File: src/rtl/cdec8_cu_pkg.sv
// CDEC8 control unit: control-word field codes, opcodes, state codes and decode helpers.
package cdec8_cu_pkg;

  localparam int unsigned CTRL_W  = 17;
  localparam int unsigned STATE_W = 8;

  // Bus source select
  localparam logic [3:0] XS_PC    = 4'h0;
  localparam logic [3:0] XS_A     = 4'h1;
  localparam logic [3:0] XS_B     = 4'h2;
  localparam logic [3:0] XS_C     = 4'h3;
  localparam logic [3:0] XS_R     = 4'h4;
  localparam logic [3:0] XS_RDR   = 4'h5;
  localparam logic [3:0] XS_FLG   = 4'h6;
  localparam logic [3:0] XS_FF    = 4'h7;
  localparam logic [3:0] XS_IPORT = 4'h8;

  // Bus destination select
  localparam logic [3:0] XD_PC    = 4'h0;
  localparam logic [3:0] XD_A     = 4'h1;
  localparam logic [3:0] XD_B     = 4'h2;
  localparam logic [3:0] XD_C     = 4'h3;
  localparam logic [3:0] XD_MAR   = 4'h4;
  localparam logic [3:0] XD_WDR   = 4'h5;
  localparam logic [3:0] XD_T     = 4'h6;
  localparam logic [3:0] XD_I     = 4'h7;
  localparam logic [3:0] XD_OPORT = 4'h8;
  localparam logic [3:0] XD_NONE  = 4'hF;

  // Memory request
  localparam logic [1:0] MM_IDLE  = 2'b00;
  localparam logic [1:0] MM_WRITE = 2'b01;
  localparam logic [1:0] MM_READ  = 2'b10;

  // ALU operations (second operand is T)
  localparam logic [4:0] ALU_NOP = 5'h00;
  localparam logic [4:0] ALU_ADD = 5'h01;
  localparam logic [4:0] ALU_SUB = 5'h02;
  localparam logic [4:0] ALU_AND = 5'h03;
  localparam logic [4:0] ALU_OR  = 5'h04;
  localparam logic [4:0] ALU_XOR = 5'h05;
  localparam logic [4:0] ALU_INC = 5'h06;
  localparam logic [4:0] ALU_DEC = 5'h07;

  // Opcodes (I[7:4])
  localparam logic [3:0] OP_NOP = 4'h0;
  localparam logic [3:0] OP_LD  = 4'h1;
  localparam logic [3:0] OP_ST  = 4'h2;
  localparam logic [3:0] OP_LDM = 4'h3;
  localparam logic [3:0] OP_ADD = 4'h4;
  localparam logic [3:0] OP_SUB = 4'h5;
  localparam logic [3:0] OP_AND = 4'h6;
  localparam logic [3:0] OP_OR  = 4'h7;
  localparam logic [3:0] OP_XOR = 4'h8;
  localparam logic [3:0] OP_INC = 4'h9;
  localparam logic [3:0] OP_DEC = 4'hA;
  localparam logic [3:0] OP_JCC = 4'hB;
  localparam logic [3:0] OP_IN  = 4'hC;
  localparam logic [3:0] OP_OUT = 4'hD;
  localparam logic [3:0] OP_RSV = 4'hE;
  localparam logic [3:0] OP_HLT = 4'hF;

  // Datapath control word
  typedef struct packed {
    logic [1:0] mmrw;
    logic       fwr;
    logic       rwr;
    logic [3:0] xdst;
    logic [4:0] aluop;
    logic [3:0] xsrc;
  } ctrl_t;

  localparam ctrl_t CTRL_IDLE = {MM_IDLE, 1'b0, 1'b0, XD_NONE, ALU_NOP, XS_FF};

  // Sequencer states; code is what the debug monitor reads back
  typedef enum logic [STATE_W-1:0] {
    S_F0  = 8'h00, S_F1  = 8'h01, S_F2  = 8'h02, S_F3 = 8'h03,
    S_DSP = 8'h04,
    S_OF0 = 8'h08, S_OF1 = 8'h09, S_OF2 = 8'h0A,
    S_E0  = 8'h10, S_E1  = 8'h11, S_E2  = 8'h12,
    S_JN0 = 8'h18, S_JN1 = 8'h19,
    S_HLT = 8'hFF
  } state_e;

  // Register field as bus source; 11 selects the fetched operand byte
  function automatic logic [3:0] src_sel(input logic [1:0] r);
    case (r)
      2'b00:   return XS_A;
      2'b01:   return XS_B;
      2'b10:   return XS_C;
      default: return XS_RDR;
    endcase
  endfunction

  // Register field as bus destination; 11 is not a register
  function automatic logic [3:0] dst_sel(input logic [1:0] r);
    case (r)
      2'b00:   return XD_A;
      2'b01:   return XD_B;
      2'b10:   return XD_C;
      default: return XD_NONE;
    endcase
  endfunction

  // Branch condition on {S,Z,Cy}; cond[2] inverts (so 100 is never)
  function automatic logic cond_met(input logic [2:0] cond, input logic [2:0] szcy);
    logic hit;
    case (cond[1:0])
      2'b00:   hit = 1'b1;
      2'b01:   hit = szcy[1];
      2'b10:   hit = szcy[0];
      default: hit = szcy[2];
    endcase
    return cond[2] ? ~hit : hit;
  endfunction

  // Operand byte needed: immediate source on LD/ALU ops, address on ST/LDM
  function automatic logic needs_of(input logic [3:0] op, input logic [1:0] rs);
    case (op)
      OP_ST, OP_LDM: return 1'b1;
      OP_LD, OP_ADD, OP_SUB, OP_AND, OP_OR, OP_XOR: return (rs == 2'b11);
      default: return 1'b0;
    endcase
  endfunction

  function automatic logic is_alu2(input logic [3:0] op);
    return (op >= OP_ADD) && (op <= OP_XOR);
  endfunction

endpackage

File: src/rtl/cdec8_cu_if.sv
// Control unit <-> datapath/monitor bundle.
interface cdec8_cu_if;
  import cdec8_cu_pkg::*;

  logic                run;
  logic [7:0]          I;
  logic [2:0]          SZCy;
  ctrl_t               ctrl;
  logic [STATE_W-1:0]  state;
  logic                halted;

  modport slave  (input run, I, SZCy, output ctrl, state, halted);
  modport master (output run, I, SZCy, input ctrl, state, halted);
endinterface

File: src/rtl/cdec8_cu_dec.sv
// Pure combinational microcode: (state, I) -> datapath control word.
module cdec8_cu_dec
  import cdec8_cu_pkg::*;
(
  input  state_e     i_state,
  input  logic [7:0] i_instr,
  output ctrl_t      o_ctrl_c
);

  logic [3:0] w_op;
  logic [1:0] w_rd;
  logic [1:0] w_rs;

  assign w_op = i_instr[7:4];
  assign w_rd = i_instr[3:2];
  assign w_rs = i_instr[1:0];

  // Control word per state; everything not named stays idle
  always_comb begin
    o_ctrl_c = CTRL_IDLE;
    case (i_state)
      S_F0, S_OF0: begin
        o_ctrl_c.xsrc = XS_PC;
        o_ctrl_c.xdst = XD_MAR;
      end
      S_F1, S_OF1: begin
        o_ctrl_c.mmrw  = MM_READ;
        o_ctrl_c.xsrc  = XS_PC;
        o_ctrl_c.aluop = ALU_INC;
        o_ctrl_c.rwr   = 1'b1;
      end
      S_F2, S_OF2, S_JN1: begin
        o_ctrl_c.xsrc = XS_R;
        o_ctrl_c.xdst = XD_PC;
      end
      S_F3: begin
        o_ctrl_c.xsrc = XS_RDR;
        o_ctrl_c.xdst = XD_I;
      end
      S_JN0: begin
        o_ctrl_c.xsrc  = XS_PC;
        o_ctrl_c.aluop = ALU_INC;
        o_ctrl_c.rwr   = 1'b1;
      end
      S_E0: begin
        case (w_op)
          OP_LD: begin
            o_ctrl_c.xsrc = src_sel(w_rs);
            o_ctrl_c.xdst = dst_sel(w_rd);
          end
          OP_ST, OP_LDM: begin
            o_ctrl_c.xsrc = XS_RDR;
            o_ctrl_c.xdst = XD_MAR;
          end
          OP_ADD, OP_SUB, OP_AND, OP_OR, OP_XOR: begin
            o_ctrl_c.xsrc = src_sel(w_rs);
            o_ctrl_c.xdst = XD_T;
          end
          OP_INC, OP_DEC: begin
            o_ctrl_c.xsrc  = src_sel(w_rd);
            o_ctrl_c.aluop = (w_op == OP_INC) ? ALU_INC : ALU_DEC;
            o_ctrl_c.rwr   = 1'b1;
            o_ctrl_c.fwr   = 1'b1;
          end
          OP_JCC: begin
            o_ctrl_c.xsrc = XS_RDR;
            o_ctrl_c.xdst = XD_PC;
          end
          OP_IN: begin
            o_ctrl_c.xsrc = XS_IPORT;
            o_ctrl_c.xdst = dst_sel(w_rd);
          end
          OP_OUT: begin
            o_ctrl_c.xsrc = src_sel(w_rd);
            o_ctrl_c.xdst = XD_OPORT;
          end
          default: ;
        endcase
      end
      S_E1: begin
        case (w_op)
          OP_ST: begin
            o_ctrl_c.xsrc = src_sel(w_rd);
            o_ctrl_c.xdst = XD_WDR;
          end
          OP_LDM: o_ctrl_c.mmrw = MM_READ;
          OP_ADD, OP_SUB, OP_AND, OP_OR, OP_XOR: begin
            o_ctrl_c.xsrc  = src_sel(w_rd);
            o_ctrl_c.aluop = 5'(w_op - OP_ADD) + ALU_ADD;
            o_ctrl_c.rwr   = 1'b1;
            o_ctrl_c.fwr   = 1'b1;
          end
          OP_INC, OP_DEC: begin
            o_ctrl_c.xsrc = XS_R;
            o_ctrl_c.xdst = dst_sel(w_rd);
          end
          default: ;
        endcase
      end
      S_E2: begin
        case (w_op)
          OP_ST:  o_ctrl_c.mmrw = MM_WRITE;
          OP_LDM: begin
            o_ctrl_c.xsrc = XS_RDR;
            o_ctrl_c.xdst = dst_sel(w_rd);
          end
          OP_ADD, OP_SUB, OP_AND, OP_OR, OP_XOR: begin
            o_ctrl_c.xsrc = XS_R;
            o_ctrl_c.xdst = dst_sel(w_rd);
          end
          default: ;
        endcase
      end
      default: ;
    endcase
  end

endmodule

File: src/rtl/cdec8_cu.sv
// CDEC8 control unit: state register, next-state sequencing, run/reset gating of ctrl.
module cdec8_cu
  import cdec8_cu_pkg::*;
(
  input  logic        clock,
  input  logic        reset,
  cdec8_cu_if.slave   bus
);

  state_e     r_state;
  state_e     w_state_nxt;
  ctrl_t      w_ctrl;
  logic [3:0] w_op;
  logic [1:0] w_rs;

  assign w_op = bus.I[7:4];
  assign w_rs = bus.I[1:0];

  cdec8_cu_dec u_dec (
    .i_state  (r_state),
    .i_instr  (bus.I),
    .o_ctrl_c (w_ctrl)
  );

  // State register; reset returns to fetch immediately
  always_ff @(posedge clock or posedge reset) begin
    if (reset) r_state <= S_F0;
    else       r_state <= w_state_nxt;
  end

  // Next state; run=0 holds, I is valid from the dispatch cycle onwards
  always_comb begin
    w_state_nxt = r_state;
    if (bus.run) begin
      case (r_state)
        S_F0:  w_state_nxt = S_F1;
        S_F1:  w_state_nxt = S_F2;
        S_F2:  w_state_nxt = S_F3;
        S_F3:  w_state_nxt = S_DSP;
        S_DSP: begin
          case (w_op)
            OP_NOP, OP_RSV: w_state_nxt = S_F0;
            OP_HLT:         w_state_nxt = S_HLT;
            OP_JCC:         w_state_nxt = cond_met(bus.I[2:0], bus.SZCy) ? S_OF0 : S_JN0;
            default:        w_state_nxt = needs_of(w_op, w_rs) ? S_OF0 : S_E0;
          endcase
        end
        S_OF0: w_state_nxt = S_OF1;
        S_OF1: w_state_nxt = S_OF2;
        S_OF2: w_state_nxt = S_E0;
        S_E0: begin
          if (w_op == OP_ST || w_op == OP_LDM || is_alu2(w_op) ||
              w_op == OP_INC || w_op == OP_DEC)
            w_state_nxt = S_E1;
          else
            w_state_nxt = S_F0;
        end
        S_E1: begin
          if (w_op == OP_ST || w_op == OP_LDM || is_alu2(w_op))
            w_state_nxt = S_E2;
          else
            w_state_nxt = S_F0;
        end
        S_E2:  w_state_nxt = S_F0;
        S_JN0: w_state_nxt = S_JN1;
        S_JN1: w_state_nxt = S_F0;
        S_HLT: w_state_nxt = S_HLT;
        default: w_state_nxt = S_F0;
      endcase
    end
  end

  // Datapath sees IDLE during reset or pause so no register is written
  assign bus.ctrl   = (reset || !bus.run) ? CTRL_IDLE : w_ctrl;
  assign bus.state  = r_state;
  assign bus.halted = (r_state == S_HLT);

endmodule

File: src/flat_wrapper.sv
// flat-port wrapper written by rule: the top's interface ports become plain ports
module cdec8_cu_flat import cdec8_cu_pkg::*;
  (clock, reset, bus_run, bus_I, bus_SZCy, bus_ctrl, bus_state, bus_halted);
  cdec8_cu_if bus_i ();
  input  logic clock;
  input  logic reset;
  input wire logic [$bits(bus_i.run)-1:0] bus_run;
  input wire logic [$bits(bus_i.I)-1:0] bus_I;
  input wire logic [$bits(bus_i.SZCy)-1:0] bus_SZCy;
  output wire logic [$bits(bus_i.ctrl)-1:0] bus_ctrl;
  output wire logic [$bits(bus_i.state)-1:0] bus_state;
  output wire logic [$bits(bus_i.halted)-1:0] bus_halted;
  assign bus_i.run = bus_run;
  assign bus_i.I = bus_I;
  assign bus_i.SZCy = bus_SZCy;
  assign bus_ctrl = bus_i.ctrl;
  assign bus_state = bus_i.state;
  assign bus_halted = bus_i.halted;
  cdec8_cu u_core (.clock(clock), .reset(reset), .bus(bus_i));
endmodule
File: config.mk
export PLATFORM = sky130hd
export DESIGN_NAME = cdec8_cu_flat
export DESIGN_NICKNAME = d
export VERILOG_FILES = /design/src/rtl/cdec8_cu_pkg.sv /design/src/rtl/cdec8_cu_if.sv /design/src/rtl/cdec8_cu_dec.sv /design/src/rtl/cdec8_cu.sv /design/src/flat_wrapper.sv
export SDC_FILE = /design/constraint.sdc
export NUM_CORES = 1
export LEC_CHECK = 0
export ABC_AREA = 1
export CAP_MARGIN = 10
export CELL_PAD_IN_SITES_DETAIL_PLACEMENT = 1
export CELL_PAD_IN_SITES_GLOBAL_PLACEMENT = 2
export CORE_ASPECT_RATIO = 1.5
export CORE_UTILIZATION = 24
export DETAILED_ROUTE_END_ITERATION = 7
export MAX_ROUTING_LAYER = met4
export PLACE_DENSITY = 0.82
export SETUP_SLACK_MARGIN = 0.02
export SKIP_CTS_REPAIR_TIMING = 1
export SLEW_MARGIN = 10
export SYNTH_ARGS = -nofsm -noshare
export SYNTH_HDL_FRONTEND = slang
export SYNTH_HIERARCHICAL = 1
export SYNTH_SLANG_ARGS = --single-unit
File: constraint.sdc
create_clock -name clock -period 2.87 [get_ports clock]
set_clock_uncertainty 0.2 [all_clocks]
set_input_delay 0.7175 -clock clock [delete_from_list [all_inputs] [get_ports clock]]
set_output_delay 0.7175 -clock clock [all_outputs]
set_load 0.005 [all_outputs]
## Word-level counts from Yosys, hierarchy flattened

Cells that the tools add are included.

- Register bits: 8
- Bits of input ports: 14
- Output and inout bits: 26
- Word-level logic and storage cells: 104

- Add/sub/neg operators: 2
- Magnitude comparators: 2
- Eq/ne operators: 33
- Mux-type cells: 38
- Bitwise operators: 1
- Reduce and logical (&&, ||, !) cells: 27

Operators with widths:

| kind | number |
|---|---|
| $pmux 8 s12 | 1 |
| $pmux 4 s6 | 2 |
| $eq 8x5->1 const B | 5 |
| $eq 4x4->1 const B | 8 |
| $mux 5 | 5 |
| $eq 8x4->1 const B | 3 |
| $pmux 8 s3 | 1 |
| $pmux 4 s5 | 1 |
| $pmux 3 s3 | 2 |
| $reduce_or 6->1 | 3 |
| $mux 17 | 1 |
| $eq 4x3->1 const B | 4 |
| $eq 8x2->1 const B | 2 |
| $pmux 4 s2 | 2 |
| $pmux 4 s4 | 1 |
| $pmux 5 s3 | 1 |
| $pmux 4 s3 | 1 |
| $reduce_or 2->1 | 6 |
| $reduce_or 3->1 | 4 |
| $reduce_or 5->1 | 2 |
| $mux 1 | 9 |
| $eq 4x2->1 const B | 2 |
| $eq 8x1->1 const B | 1 |
| $eq 8x3->1 const B | 1 |
| 23 further kinds | 35 |

## Depth between registers and ports, before layout

Gate-level depths: netlist of the first run.

- Depth in word-level cells: 10
- Mapped depth: 13
- Mapped depth without buffers: 13

## Hierarchy

The synthesis of the first run kept the hierarchy.

By module, submodules not included:

| module | times used | cells an instance | area each (µm²) | seq. area each (µm²) |
|---|---|---|---|---|
| cdec8_cu_dec | 1 | 204 | 1007.2 | 0.0 |
| cdec8_cu | 1 | 144 | 754.5 | 150.1 |

## Worst setup path after synthesis of the first run

OpenSTA, ideal clock, no wires.

- Path kind: input -> output
- Start point: input bus_I[4]
- End point: output bus_ctrl[0]
- Arrival: 1938 ps
- Required time: 1952 ps
- Slack: 14 ps
- Stages: 11
- Path buffers: 0
- Cell sequence: inv_1 -> ha_1 -> o21ai_1 -> nand2_1 -> nor2_2 -> nor2_1 -> nor2_1 -> nand2_1 -> nand2_1 -> nand2_1 -> or2_2

RTL lines:

| what | line | RTL |
|---|---|---|
| start: declaration | flat_wrapper.sv:8 | `input wire logic [$bits(bus_i.I)-1:0] bus_I;` |
| end: declaration | flat_wrapper.sv:10 | `output wire logic [$bits(bus_i.ctrl)-1:0] bus_ctrl;` |

==> metrics.csv, run 1 <==
stage,metric,value,unit
outcome,status,"finished, violations left",
outcome,violations,setup timing,
synth,yosysWarnings,6,
critical_path,reg2reg_slack,1.06,ns
placement,dp_hpwl,5600,um
timing,drv_slew,0,
grt,grt_use_total,0.182,
timing,period_needed,3.22,ns
hold_path,min-delay-start,u_core/bus.state[4]$_DFFE_PP0P_,
die,fp.dieW,72.0,um
critical_path,critPathMaxFanout,4,
final_layout,area_delta_synth_final,72.9,%
routing,routed_wl,7200,um
routing,vias,2464,
synth,synth_fp_nets,371,
critical_path,cp_slowest_cell,or2_2,
synth,avgSynthCellArea,5.06,um2
synth,syn_area,0.00176,mm2
routing,drt_iter0_markers,77,
cts,cts_buffers,3,
grt,grt_pass1_vias,2462,
cts,clk_pin_slew,0.03,ns
routing,drc,0,
power,power.clock.fraction,0.092,
routing,antenna_left,0,
cts,clk_latency,0.22,ns
power,swShare,0.478,
hold_path,worstHoldPathCells,3,
timing,rsz0062_at_grt,true,
critical_path,crit_arrival,2.30,ns
final_layout,diodes,0,
final_layout,final_common_cell,nand2_1,
power,p_total,0.00136,W
grt,grt_max_degree,10,
timing,tns,-2.38,ns
critical_path,worst-setup-path-type,primary input to output port,
critical_path,startpoint_type,primary input,
timing,setup_viol,11,
final_layout,final_nets,469,
timing,period_share,1.12,
cts,numClockSinks,6,
critical_path,cp.required,1.95,ns
placement,gp_congestion,0.834,
placement,io_buffers,38,
critical_path,crit_chain,buf_12 -> inv_6 -> ha_4 -> nand3_2 -> nand2_4 -> inv_2 -> nand2_1 -> nand2_1 -> nand2_1 -> nand2_1 -> nor2_1 -> nand2_1 -> or2_2 -> dlymetal6s2s_1,
cts,cts_root_buffer,clkbuf_8,
routing,wl_per_cell,13.3,um
die,die_area,0.00769,mm2
critical_path,cp-end-kind,output port,
power,p_int,0.000708,W
synth,synth_cells,348,
final_layout,largest_reg_flops,6,
cts,cts_max_level,1,
critical_path,r2r_end,u_core/bus.state[0]$_DFFE_PP0P_,
power,p_per_area,445,mW/mm2
job,drv_cap,0,
timing,setup_slack,-0.346,ns
die,io_pins,40,
critical_path,reg2reg_depth,9,
routing,viasPerCell,4.55,
timing,hold_ws,0.467,ns
synth,ys_seq_elements,6,
power,pwr-share-comb,0.807,
power,seqPwrFrac,0.101,
critical_path,slowest_delay,0.29,ns
cts,cts_tree,built,
grt,grt_pass1_wl,10900,um
die,fp.coreArea,0.00699,mm2
synth,yosysSeqAreaShare,0.0852,
power,peakVddDrop,305,uV
die,start_util,0.252,
timing,fmax,311,MHz
final_layout,drive_gt1_frac,0.358,
final_layout,layout_common_cells,"84 x nand2_1, 56 x nor2_1, 55 x buf_4",
grt,gr-total-overflow,0,
critical_path,cp_common_cell,nand2_1,
hold_path,hold_path_class,flip-flop to flip-flop,
power,leakagePower,1.69,nW
die,die_h,107,um
die,num_rows,37,
critical_path,timing.rr.start,u_core/bus.state[3]$_DFFE_PP0P_,
power,p_sw,0.000648,W
routing,drt_pass1_iterations,4,
placement,place_worst_setup_slack,-1.22,ns
grt,antenna_found_initial,0,
cts,clockBufferDepth,2,
timing,hold_violations,0,
hold_path,holdPathEnd,u_core/bus.state[4]$_DFFE_PP0P_,
synth,synth_cell_type_count,31,
==> synthesized netlist by cell type <==
cell       n  area [um2]
buf_2      1        5.00
inv_1     57         214
dfrtp_1    6         150
xor2_1     2        17.5
inv_2      6        22.5
or2_2      7        43.8
conb_1     1        3.75
nand2_2    6        37.5
nand3_2    2        20.0
nor3_1     6        30.0
nand2_1   96         360
ha_1       9         113
a211oi_1   1        7.51
o211ai_1   1        7.51
a21oi_2    2        17.5
o21ai_2    1        8.76
clkinv_1   1        3.75
and2_1     1        6.26
a21oi_1    8        40.0
nand3b_1   3        22.5
buf_6      2        22.5
nor2_2     4        25.0
buf_4      4        30.0
nor2_4     3        33.8
nand3_1   30         150
nand4_1    4        25.0
or2_0      1        6.26
o21ai_1    4        20.0
a31oi_1    1        6.26
o21ai_0   15        75.1
nor2_1    63         236
==> through the flow <==
step / std cells / area [um2] / utilization
global route: 541 / 3050 / 0.436
detailed placement: 524 / 2570 / 0.368
global placement: 524 / 2570 / 0.368
CTS: 527 / 2620 / 0.374
floorplan: 348 / 1770 / -
finish: 541 / 3050 / 0.436
==> final cells by class <==
cell class	instances	area [um2]
Clock buffer	3	41.3
Fill cell	931	3950
Sequential cell	6	151
Tap cell	97	121
Inverter	64	256
Multi-Input combinational cell	271	1600
Timing Repair Buffer	100	872
==> cell families (layout without fill, tap and decap cells) <==
group                    Yosys count  in the layout  share of synthesized area
AO/OA/AOI/OAI                     33             33                      0.104
XOR/XNOR                           2              2                    0.00994
adder cells (fa/ha/maj)            9              9                     0.0639
buffers and inverters             71            167                      0.169
flip-flops                         6              6                     0.0852
other                              1              1                    0.00213
AND/OR/NAND/NOR                  226            226                      0.566
==> worst max-delay path by stage <==
stage,start,to,depth (start not counted)
CTS,bus_I[4],bus_ctrl[11],11
finish,bus_I[5],bus_ctrl[2],14
detailed placement,bus_I[4],bus_ctrl[11],11
global route,bus_I[5],bus_ctrl[2],14
floorplan,bus_I[4],bus_ctrl[2],12
global placement,bus_I[4],bus_ctrl[0],13
==> power groups by stage <==
stage                     Combinational [W]  Clock (W)  Sequential [W]
final                               0.00109   0.000125        0.000137
after global placement             0.000996          0        0.000136
after detailed placement            0.00100          0        0.000139
after floorplan                    0.000543          0        0.000154
after global routing                0.00123   0.000130        0.000143
after CTS                           0.00101   0.000128        0.000138
==> worst max-delay path, delay by kind of cell <==
kind,cells,cell delay [ns]
simple gates,9,1.03
buf+inv,4,0.38
fa+ha+maj,1,0.17
==> per-layer routing <==
| layer | vias up | wire length [um] | GRT usage |
|---|---|---|---|
| met2 | 45 | 4130 | 0.379 |
| met1 | 1151 | 2810 | 0.181 |
| met5 | - | 0 | - |
| li1 | 1259 | - | - |
| met4 | 0 | 93 | 0.0252 |
| met3 | 9 | 163 | 0.0132 |
No activity file was read; power rests on OpenSTA's default activity.
==> run 2: changes to the inputs <==
- CORE_MARGIN: default -> 2
==> metrics.csv, run 2 (synthesized netlist as in run 1, its figures left out) <==
stage,metric,value,unit,change
outcome,status,"finished, violations left",,unchanged
routing,vias,2498,,was 2464
grt,grt_pass1_wl,11300,um,was 10900 um
timing,tns,-2.08,ns,was -2.38 ns
placement,gp_congestion,0.897,,was 0.834
die,die_area,0.00806,mm2,was 0.00769 mm2
job,drv_cap,0,,unchanged
die,io_pins,40,,unchanged
cts,cts_buffers,3,,unchanged
cts,clockBufferDepth,2,,unchanged
routing,wl_per_cell,13.9,um,was 13.3 um
final_layout,layout_common_cells,"83 x nand2_1, 54 x buf_4, 54 x nor2_1",,"was 84 x nand2_1, 56 x nor2_1, 55 x buf_4"
final_layout,area_delta_synth_final,73.9,%,was 72.9%
grt,grt_max_degree,10,,unchanged
die,die_h,109,um,was 107 um
die,fp.dieW,74.0,um,was 72.0 um
routing,routed_wl,7580,um,was 7200 um
critical_path,cp.required,1.95,ns,about the same
die,start_util,0.245,,was 0.252
cts,cts_max_level,1,,unchanged
placement,dp_hpwl,5770,um,was 5600 um
placement,io_buffers,38,,unchanged
critical_path,worst-setup-path-type,primary input to output port,,unchanged
timing,period_share,1.13,,was 1.12
cts,clk_latency,0.23,ns,was 0.22 ns
timing,period_needed,3.24,ns,was 3.22 ns
timing,drv_slew,0,,unchanged
final_layout,diodes,0,,unchanged
die,fp.coreArea,0.00718,mm2,was 0.00699 mm2
critical_path,critPathMaxFanout,6,,was 4
placement,place_worst_setup_slack,-1.30,ns,was -1.22 ns
grt,antenna_found_initial,0,,unchanged
routing,viasPerCell,4.58,,was 4.55
timing,rsz0062_at_grt,true,,unchanged
timing,fmax,309,MHz,was 311 MHz
power,peakVddDrop,373,uV,was 305 uV
timing,setup_slack,-0.368,ns,was -0.346 ns
routing,drt_iter0_markers,92,,was 77
cts,cts_root_buffer,clkbuf_8,,unchanged
power,leakagePower,1.66,nW,was 1.69 nW
grt,grt_use_total,0.183,,was 0.182
cts,clk_pin_slew,0.03,ns,about the same
grt,grt_pass1_vias,2502,,was 2462
cts,numClockSinks,6,,unchanged
final_layout,largest_reg_flops,6,,unchanged
critical_path,cp-end-kind,output port,,unchanged
critical_path,crit_arrival,2.32,ns,was 2.30 ns
grt,gr-total-overflow,0,,unchanged
critical_path,startpoint_type,primary input,,unchanged
routing,drc,0,,unchanged
cts,cts_tree,built,,unchanged
final_layout,final_nets,471,,was 469
timing,hold_violations,0,,unchanged
routing,drt_pass1_iterations,4,,unchanged
outcome,violations,setup timing,,unchanged
final_layout,final_common_cell,nand2_1,,unchanged
routing,antenna_left,0,,unchanged
hold_path,hold_path_class,flip-flop to flip-flop,,unchanged
die,num_rows,38,,was 37
final_layout,drive_gt1_frac,0.374,,was 0.358
timing,setup_viol,7,,was 11
power,p_per_area,457,mW/mm2,was 445 mW/mm2
final_layout,fillerInstances,955,,was 931
## run 2: final cells by class
| type | count | area, um2 | share of cell area |
|---|---|---|---|
| Clock buffer | 3 | 41.3 | 0.0135 |
| Tap cell | 100 | 125 | 0.0408 |
| Inverter | 64 | 259 | 0.0845 |
| Multi-Input combinational cell | 271 | 1610 | 0.525 |
| Sequential cell | 6 | 151 | 0.0494 |
| Timing Repair Buffer | 102 | 878 | 0.287 |
## run 2: path summary, 6_finish.rpt
kind	startpoint	end	slack [ns]	cells past startpoint
min reg2reg	u_core/bus.state[3]$_DFFE_PP0P_	u_core/bus.state[3]$_DFFE_PP0P_	0.48	3
max reg2reg	u_core/bus.state[0]$_DFFE_PP0P_	u_core/bus.state[4]$_DFFE_PP0P_	1.06	8
max in group asynchronous	reset	u_core/bus.state[6]$_DFFE_PP0P_	1.70	2
min	u_core/bus.state[3]$_DFFE_PP0P_	u_core/bus.state[3]$_DFFE_PP0P_	0.48	3
min in group asynchronous	reset	u_core/bus.state[1]$_DFFE_PP0P_	0.57	2
max	bus_I[6]	bus_ctrl[10]	-0.37	14
## run 2: critical path: stages
cell and delay (ns):
buf_6 0.09, buf_8 0.13, nor2_4 0.15, nand2_2 0.08, buf_6 0.13, nand2_4 0.07, nor2_4 0.04, nand2_2 0.09
buf_4 0.11, o211ai_1 0.08, a21oi_1 0.19, nand2_1 0.08, or2_4 0.24, clkbuf_2 0.11
## run 2: power by group
part	total (W)	switching, W	internal (W)
combinational	0.00113	0.000619	0.000513
clock	0.000128	0.0000374	0.0000902
sequential	0.000140	0.0000291	0.000110
## run 2: metrics by stage
| stage | std cells | hold slack (ns) | instance area (um2) | power, W | util |
|---|---|---|---|---|---|
| after floorplan | 348 | 0.308 | 1770 | 0.000697 | - |
| after global placement | 526 | 0.447 | 2570 | 0.00113 | 0.358 |
| after detailed placement | 526 | 0.474 | 2570 | 0.00115 | 0.358 |
| after CTS | 529 | 0.491 | 2610 | 0.00129 | 0.364 |
| after global routing | 546 | 0.550 | 3060 | 0.00154 | 0.427 |
| final | 546 | 0.483 | 3060 | 0.00140 | 0.427 |
## run 2: per-layer routing
layer  up-vias  part of all wire  global-route usage  routed length (um)
met4         0            0.0048              0.0429                  36
met1      1194              0.38               0.189                2890
li1       1265                 -                   -                   -
met2        34              0.60               0.366                4510
met5         -                 0                   -                   0
met3         5             0.018             0.00647                 137
